==> src/rtl/spi_controller_if.sv <==
// Host-side byte handshake bundle for spi_controller.
// master: sequencer driving bytes; slave: the controller itself.
interface spi_controller_if;
  logic [7:0] tx_data;
  logic       tx_strobe;
  logic       tx_last;
  logic [7:0] rx_data;
  logic       rx_strobe;
  logic       busy;
  logic       cs_active;

  modport master (
    output tx_data, tx_strobe, tx_last,
    input  rx_data, rx_strobe, busy, cs_active
  );

  modport slave (
    input  tx_data, tx_strobe, tx_last,
    output rx_data, rx_strobe, busy, cs_active
  );
endinterface

==> src/rtl/spi_controller.sv <==
// Byte-oriented SPI mode-0 initiator, MSB first, full duplex, CS held across multi-byte frames.
// Optional SPI_CONTROLLER_LOOPBACK_EN: loopback=1 samples the internal SDO register instead of SDI.
module spi_controller #(
  parameter int unsigned CLK_DIV  = 4,
  parameter int unsigned CS_SETUP = 2,
  parameter int unsigned CS_HOLD  = 2
) (
  input  logic                 clk,
  input  logic                 reset_n,
  spi_controller_if.slave      host,
  input  logic                 loopback,
  output logic                 spi_sck,
  output logic                 spi_cs,
  output logic                 spi_sdo,
  input  logic                 spi_sdi
);

  localparam logic [7:0] DivLast   = 8'(CLK_DIV - 1);
  localparam logic [7:0] SetupLast = 8'(CS_SETUP - 1);
  localparam logic [7:0] HoldLast  = 8'(CS_HOLD - 1);

  typedef enum logic [2:0] {
    StIdle,
    StSetup,
    StLow,
    StHigh,
    StHold
  } state_e;

  state_e     state_q, state_d;
  logic [7:0] cnt_q, cnt_d;
  logic [3:0] bit_cnt_q, bit_cnt_d;
  logic [7:0] tx_shift_q, tx_shift_d;
  logic [7:0] rx_shift_q, rx_shift_d;
  logic [7:0] rx_data_q, rx_data_d;
  logic       rx_strobe_q, rx_strobe_d;
  logic       last_q, last_d;
  logic       sck_q, sck_d;
  logic       cs_q, cs_d;
  logic       sdo_q, sdo_d;
  logic       sdi_meta_q, sdi_sync_q;
  logic       sample;
  logic [3:0] bit_inc;

`ifdef SPI_CONTROLLER_LOOPBACK_EN
  assign sample = loopback ? sdo_q : sdi_sync_q;
`else
  logic unused_loopback;
  assign unused_loopback = loopback;
  assign sample          = sdi_sync_q;
`endif

  assign bit_inc = bit_cnt_q + 4'd1;

  always_comb begin
    state_d     = state_q;
    cnt_d       = cnt_q + 8'd1;
    bit_cnt_d   = bit_cnt_q;
    tx_shift_d  = tx_shift_q;
    rx_shift_d  = rx_shift_q;
    rx_data_d   = rx_data_q;
    rx_strobe_d = 1'b0;
    last_d      = last_q;
    cs_d        = cs_q;

    unique case (state_q)
      StIdle: begin
        cnt_d = 8'd0;
        if (host.tx_strobe) begin
          tx_shift_d = host.tx_data;
          last_d     = host.tx_last;
          if (cs_q) begin
            state_d = StSetup;
            cs_d    = 1'b0;
          end else begin
            state_d = StLow;
          end
        end
      end
      StSetup: begin
        if (cnt_q == SetupLast) begin
          state_d = StLow;
          cnt_d   = 8'd0;
        end
      end
      StLow: begin
        if (cnt_q == DivLast) begin
          state_d = StHigh;
          cnt_d   = 8'd0;
        end
      end
      StHigh: begin
        // Last HIGH cycle: sample, then SCK falls on the next edge with the shift.
        if (cnt_q == DivLast) begin
          cnt_d      = 8'd0;
          rx_shift_d = {rx_shift_q[6:0], sample};
          tx_shift_d = {tx_shift_q[6:0], 1'b0};
          if (bit_inc == 4'd8) begin
            bit_cnt_d   = 4'd0;
            rx_data_d   = rx_shift_d;
            rx_strobe_d = 1'b1;
            state_d     = last_q ? StHold : StIdle;
          end else begin
            bit_cnt_d = bit_inc;
            state_d   = StLow;
          end
        end
      end
      StHold: begin
        if (cnt_q == HoldLast) begin
          state_d = StIdle;
          cs_d    = 1'b1;
          cnt_d   = 8'd0;
        end
      end
      default: begin
        state_d = StIdle;
        cnt_d   = 8'd0;
      end
    endcase

    sck_d = (state_d == StHigh);
    // SDO holds its last bit outside the clocking phases.
    sdo_d = ((state_d == StLow) || (state_d == StHigh)) ? tx_shift_d[7] : sdo_q;
  end

  always_ff @(posedge clk or negedge reset_n) begin
    if (!reset_n) begin
      state_q     <= StIdle;
      cnt_q       <= 8'd0;
      bit_cnt_q   <= 4'd0;
      tx_shift_q  <= 8'd0;
      rx_shift_q  <= 8'd0;
      rx_data_q   <= 8'd0;
      rx_strobe_q <= 1'b0;
      last_q      <= 1'b0;
      sck_q       <= 1'b0;
      cs_q        <= 1'b1;
      sdo_q       <= 1'b0;
      sdi_meta_q  <= 1'b0;
      sdi_sync_q  <= 1'b0;
    end else begin
      state_q     <= state_d;
      cnt_q       <= cnt_d;
      bit_cnt_q   <= bit_cnt_d;
      tx_shift_q  <= tx_shift_d;
      rx_shift_q  <= rx_shift_d;
      rx_data_q   <= rx_data_d;
      rx_strobe_q <= rx_strobe_d;
      last_q      <= last_d;
      sck_q       <= sck_d;
      cs_q        <= cs_d;
      sdo_q       <= sdo_d;
      sdi_meta_q  <= spi_sdi;
      sdi_sync_q  <= sdi_meta_q;
    end
  end

  assign spi_sck        = sck_q;
  assign spi_cs         = cs_q;
  assign spi_sdo        = sdo_q;
  assign host.rx_data   = rx_data_q;
  assign host.rx_strobe = rx_strobe_q;
  assign host.busy      = (state_q != StIdle);
  assign host.cs_active = ~cs_q;

endmodule

==> src/flat_wrapper.sv <==
// flat-port wrapper written by rule: the top's interface ports become plain ports
module spi_controller_flat 
#(
  parameter int unsigned CLK_DIV  = 4,
  parameter int unsigned CS_SETUP = 2,
  parameter int unsigned CS_HOLD  = 2
)
  (clk, reset_n, loopback, spi_sck, spi_cs, spi_sdo, spi_sdi, host_tx_data, host_tx_strobe, host_tx_last, host_rx_data, host_rx_strobe, host_busy, host_cs_active);
  spi_controller_if host_i ();
  input  logic clk;
  input  logic reset_n;
  input  logic loopback;
  output logic spi_sck;
  output logic spi_cs;
  output logic spi_sdo;
  input  logic spi_sdi;
  input wire logic [$bits(host_i.tx_data)-1:0] host_tx_data;
  input wire logic [$bits(host_i.tx_strobe)-1:0] host_tx_strobe;
  input wire logic [$bits(host_i.tx_last)-1:0] host_tx_last;
  output wire logic [$bits(host_i.rx_data)-1:0] host_rx_data;
  output wire logic [$bits(host_i.rx_strobe)-1:0] host_rx_strobe;
  output wire logic [$bits(host_i.busy)-1:0] host_busy;
  output wire logic [$bits(host_i.cs_active)-1:0] host_cs_active;
  assign host_i.tx_data = host_tx_data;
  assign host_i.tx_strobe = host_tx_strobe;
  assign host_i.tx_last = host_tx_last;
  assign host_rx_data = host_i.rx_data;
  assign host_rx_strobe = host_i.rx_strobe;
  assign host_busy = host_i.busy;
  assign host_cs_active = host_i.cs_active;
  spi_controller #(.CLK_DIV(CLK_DIV), .CS_SETUP(CS_SETUP), .CS_HOLD(CS_HOLD)) u_core (.clk(clk), .reset_n(reset_n), .host(host_i), .loopback(loopback), .spi_sck(spi_sck), .spi_cs(spi_cs), .spi_sdo(spi_sdo), .spi_sdi(spi_sdi));
endmodule
==> config.mk <==
export PLATFORM = sky130hd
export DESIGN_NAME = spi_controller_flat
export DESIGN_NICKNAME = d
export VERILOG_FILES = /design/src/rtl/spi_controller_if.sv /design/src/rtl/spi_controller.sv /design/src/flat_wrapper.sv
export SDC_FILE = /design/constraint.sdc
export NUM_CORES = 1
export LEC_CHECK = 0
export BUFFER_PORTS_ARGS = -buffer_cell sky130_fd_sc_hd__buf_2
export CELL_PAD_IN_SITES_DETAIL_PLACEMENT = 0
export CELL_PAD_IN_SITES_GLOBAL_PLACEMENT = 1
export CORE_MARGIN = 2
export CORE_UTILIZATION = 45
export CTS_CLUSTER_DIAMETER = 30
export DETAILED_ROUTE_END_ITERATION = 8
export PLACE_DENSITY_LB_ADDON = 0.08
export SETUP_SLACK_MARGIN = 0.3
export SYNTH_ARGS = -nofsm -noshare
export SYNTH_HDL_FRONTEND = slang
export SYNTH_SLANG_ARGS = --single-unit
==> constraint.sdc <==
create_clock -name clk -period 2.4 [get_ports clk]
set_input_delay 0.12 -clock clk [delete_from_list [all_inputs] [get_ports clk]]
set_output_delay 0.12 -clock clk [all_outputs]
set_load 0.05 [all_outputs]
==> metrics.yaml <==
clk_pin_slew_ns: 0.08
drc: 0
start_util_pct: 46.2
async_flop_share_pct: 100
worstSetupPathType: "flip-flop to flip-flop"
max-vdd-ir-drop_mv: 0.363
critPathMaxStageDelay_ns: 0.48
drive_gt1_share_pct: 34.0
wl_um: 3360
cts-buffers-inserted: 5
synthFlopType: "dfrtp_1"
synth_area_leaders: "dfrtp_1, mux2_2, nand2_1"
via_per_inst: 5.28
seqPwrFrac_pct: 61.5
yosysWarningCount: 0
floorplan.io_pins: 28
grt_pass1_vias: 1312
yosys-top-cells-count: "dfrtp_1, mux2_2, nand2_1, nor2_1, a22oi_1"
cp-end-kind: "flip-flop"
multi_input_area_um2: 848
fillCellCount: 388
ys_types: 45
startpoint_type: "flip-flop"
power_mw: 1.26
period_share_pct: 82.7
cts.path.max_buffers: 2
antenna_found_initial: 0
row_count: 24
drtPass1Iterations: 4
setup_viol: 0
h-tree-depth: 2
seq_area_frac_synth_pct: 56.5
die_area_um2: 4990
fin_hold_ws_ns: -0.0436
synthCells: 165
syn_to_final_growth_pct: 16.5
die_h_um: 70.6
rsz0062_at_grt: "true"
worstPathArrival_ns: 2.17
clock_skew_ns: 0.00479
outcome: "complete, but fails checks"
finish.instance_area_um2: 2330
synth-seq-cells: 45
core_area_um2: 4320
nets: 216
power_leakage_nw: 1.13
powerDensity_nw_per_um2: 541
clock_sinks: 45
synth_top_cell_by_area: "dfrtp_1"
max_clock_freq_mhz: 504
holdCritPathClass: "primary input to async pin"
switching_share_pct: 21.8
hold_violations: 44
wl_per_cell_um: 13.3
post-dp-hpwl_um: 2400
drv_slew: 0
avgSynthCellArea_um2: 12.1
cts-root-buf: "clkbuf_8"
slowest_stage: "nor3b_1"
maxCapViolations: 0
rrSetupSlack_ns: 0.41
grt_first_pass_wirelength_um: 5910
grt_overflow: 0
syn-cell-area_um2: 2000
cts_tree: "built"
num_antenna_cells: 0
synth_top_area_share_pct: 55.1
die_w_um: 70.6
p_sw_mw: 0.274
gp_congestion: 0.810
required_ns: 2.59
slew_headroom_pct: 36.2
internal_power_mw: 0.984
worstPathCellList: "ha_1 -> nor3b_1 -> a31oi_1 -> a221o_1 -> mux2_2"
violations: "hold timing"
gr-usage-all-layers_pct: 15.1
syn_nets: 182
clock_power_share_pct: 35.6
grt_max_degree: 46
combPwrFrac_pct: 2.9
finalCriticalPeriod_ns: 1.99
route.vias.total: 1330
first_iter_violations: 79
clk_latency_ns: 0.29
io_buffer_count: 26
yosysMostFrequentCell: "dfrtp_1"
ant_nets: 0
tightest_slew_ns: 0.957
synth_edf_count: 0
tns_ns: 0
seqCellArea_um2: 1130
cp_max_fo: 4
placed_area_um2: 2200
==> repair_timing <==
item                                    4_1_cts  5_1_grt
resized for setup                             0        3
hold buffers                                  1        0
hold endpoints to repair                      1        0
buffers inserted                              0        1
endpoints found under the setup margin        0        2
==> worst paths after layout <==
check	start	to	cells after the start
worst max-delay path	u_core.cnt_q[0]	u_core.spi_sdo	5
worst min-delay path	reset_n	u_core.tx_shift_q[7]	1
worst max register to register	u_core.cnt_q[0]	u_core.spi_sdo	5
worst min register to register	u_core.sdi_meta_q	u_core.sample	0
max in group asynchronous	reset_n	u_core.bit_cnt_q[0]	1
min in group clk	host_tx_data[1]	u_core.tx_shift_q[1]	3
==> kinds of logic (layout without fill, tap and decap cells) <==
| group | after synthesis | after routing | share of synthesized area [%] |
|---|---|---|---|
| flops | 45 | 45 | 56.5 |
| buf+inv | 9 | 44 | 2.01 |
| simple gates | 60 | 60 | 17.0 |
| compound gates | 21 | 21 | 8.46 |
| mux | 19 | 19 | 10.7 |
| fa+ha+maj | 3 | 3 | 1.88 |
| xor+xnor | 8 | 8 | 3.51 |
==> cells in the final DEF (no fill, tap or decap), drive strengths merged, types with 2 or more instances in the layout <==
cell type  instances
nor2b              2
xor2               5
o21ai              2
nand2             19
ha                 3
nand3              4
clkinv             2
or3b               2
nand3b             2
nand2b             2
inv                3
and3               4
xnor2              3
dfrtp             44
nor2              15
buf               32
mux2              18
o221ai             2
clkbuf             5
a22oi              6
==> power by group through the flow <==
stage	sequential, mW	clock [mW]	combinational (mW)
6_report	0.774	0.447	0.0370
5_1_grt	0.775	0.497	0.0432
4_1_cts	0.774	0.468	0.0392
3_5_place_dp	0.789	0	0.0378
3_3_place_gp	0.788	0	0.0362
2_1_floorplan	0.790	0	0.00832
==> critical path, delay by kind of cell (launching register included) <==
family	cells	cell delay [ns]
adders and majority gates	1	0.23
and+or+nand+nor	1	0.48
muxes	1	0.26
DFF	1	0.39
AOI/OAI and AO/OA	2	0.52
==> state kept, by name, summed over array words and instances (netlist names) <==
register               count
u_core.cnt_q               8
u_core.host.rx_data        8
u_core.tx_shift_q          8
u_core.rx_shift_q          7
u_core.bit_cnt_q           4
u_core.state_q             3
u_core.host.rx_strobe      1
u_core.last_q              1
u_core.sample              1
u_core.sdi_meta_q          1
u_core.spi_cs              1
u_core.spi_sck             1
u_core.spi_sdo             1
==> routing by layer <==
metal  vias to the layer above  wire length, um  share of wire (%)  global-route usage, %
met5                         -                0                  0                      0
met4                         0               53                1.6                   5.66
met3                         6              174                5.2                   4.99
met2                        28             1590                 47                   24.6
met1                       645             1540                 46                   18.8
li1                        651                -                  -                      -
==> cell type report <==
cell class,count,area share [%]
Clock buffer,5,2.96
Clock inverter,3,0.753
Inverter,3,0.484
Multi-Input combinational cell,111,36.5
Sequential cell,45,48.4
Tap cell,52,2.80
Timing Repair Buffer,33,8.12
==> through the flow <==
step	std cells	utilization [%]	hold WS, ns	setup WS (ns)
finish	252	53.8	-0.0436	0.414
global route	252	53.8	0.0508	0.287
CTS	251	53.1	0.0182	0.342
detailed placement	242	50.9	0.231	0.345
global placement	242	50.9	0.231	0.369
floorplan	165	-	-0.176	0.513
Note: power is estimated with default switching activity, not from simulation.
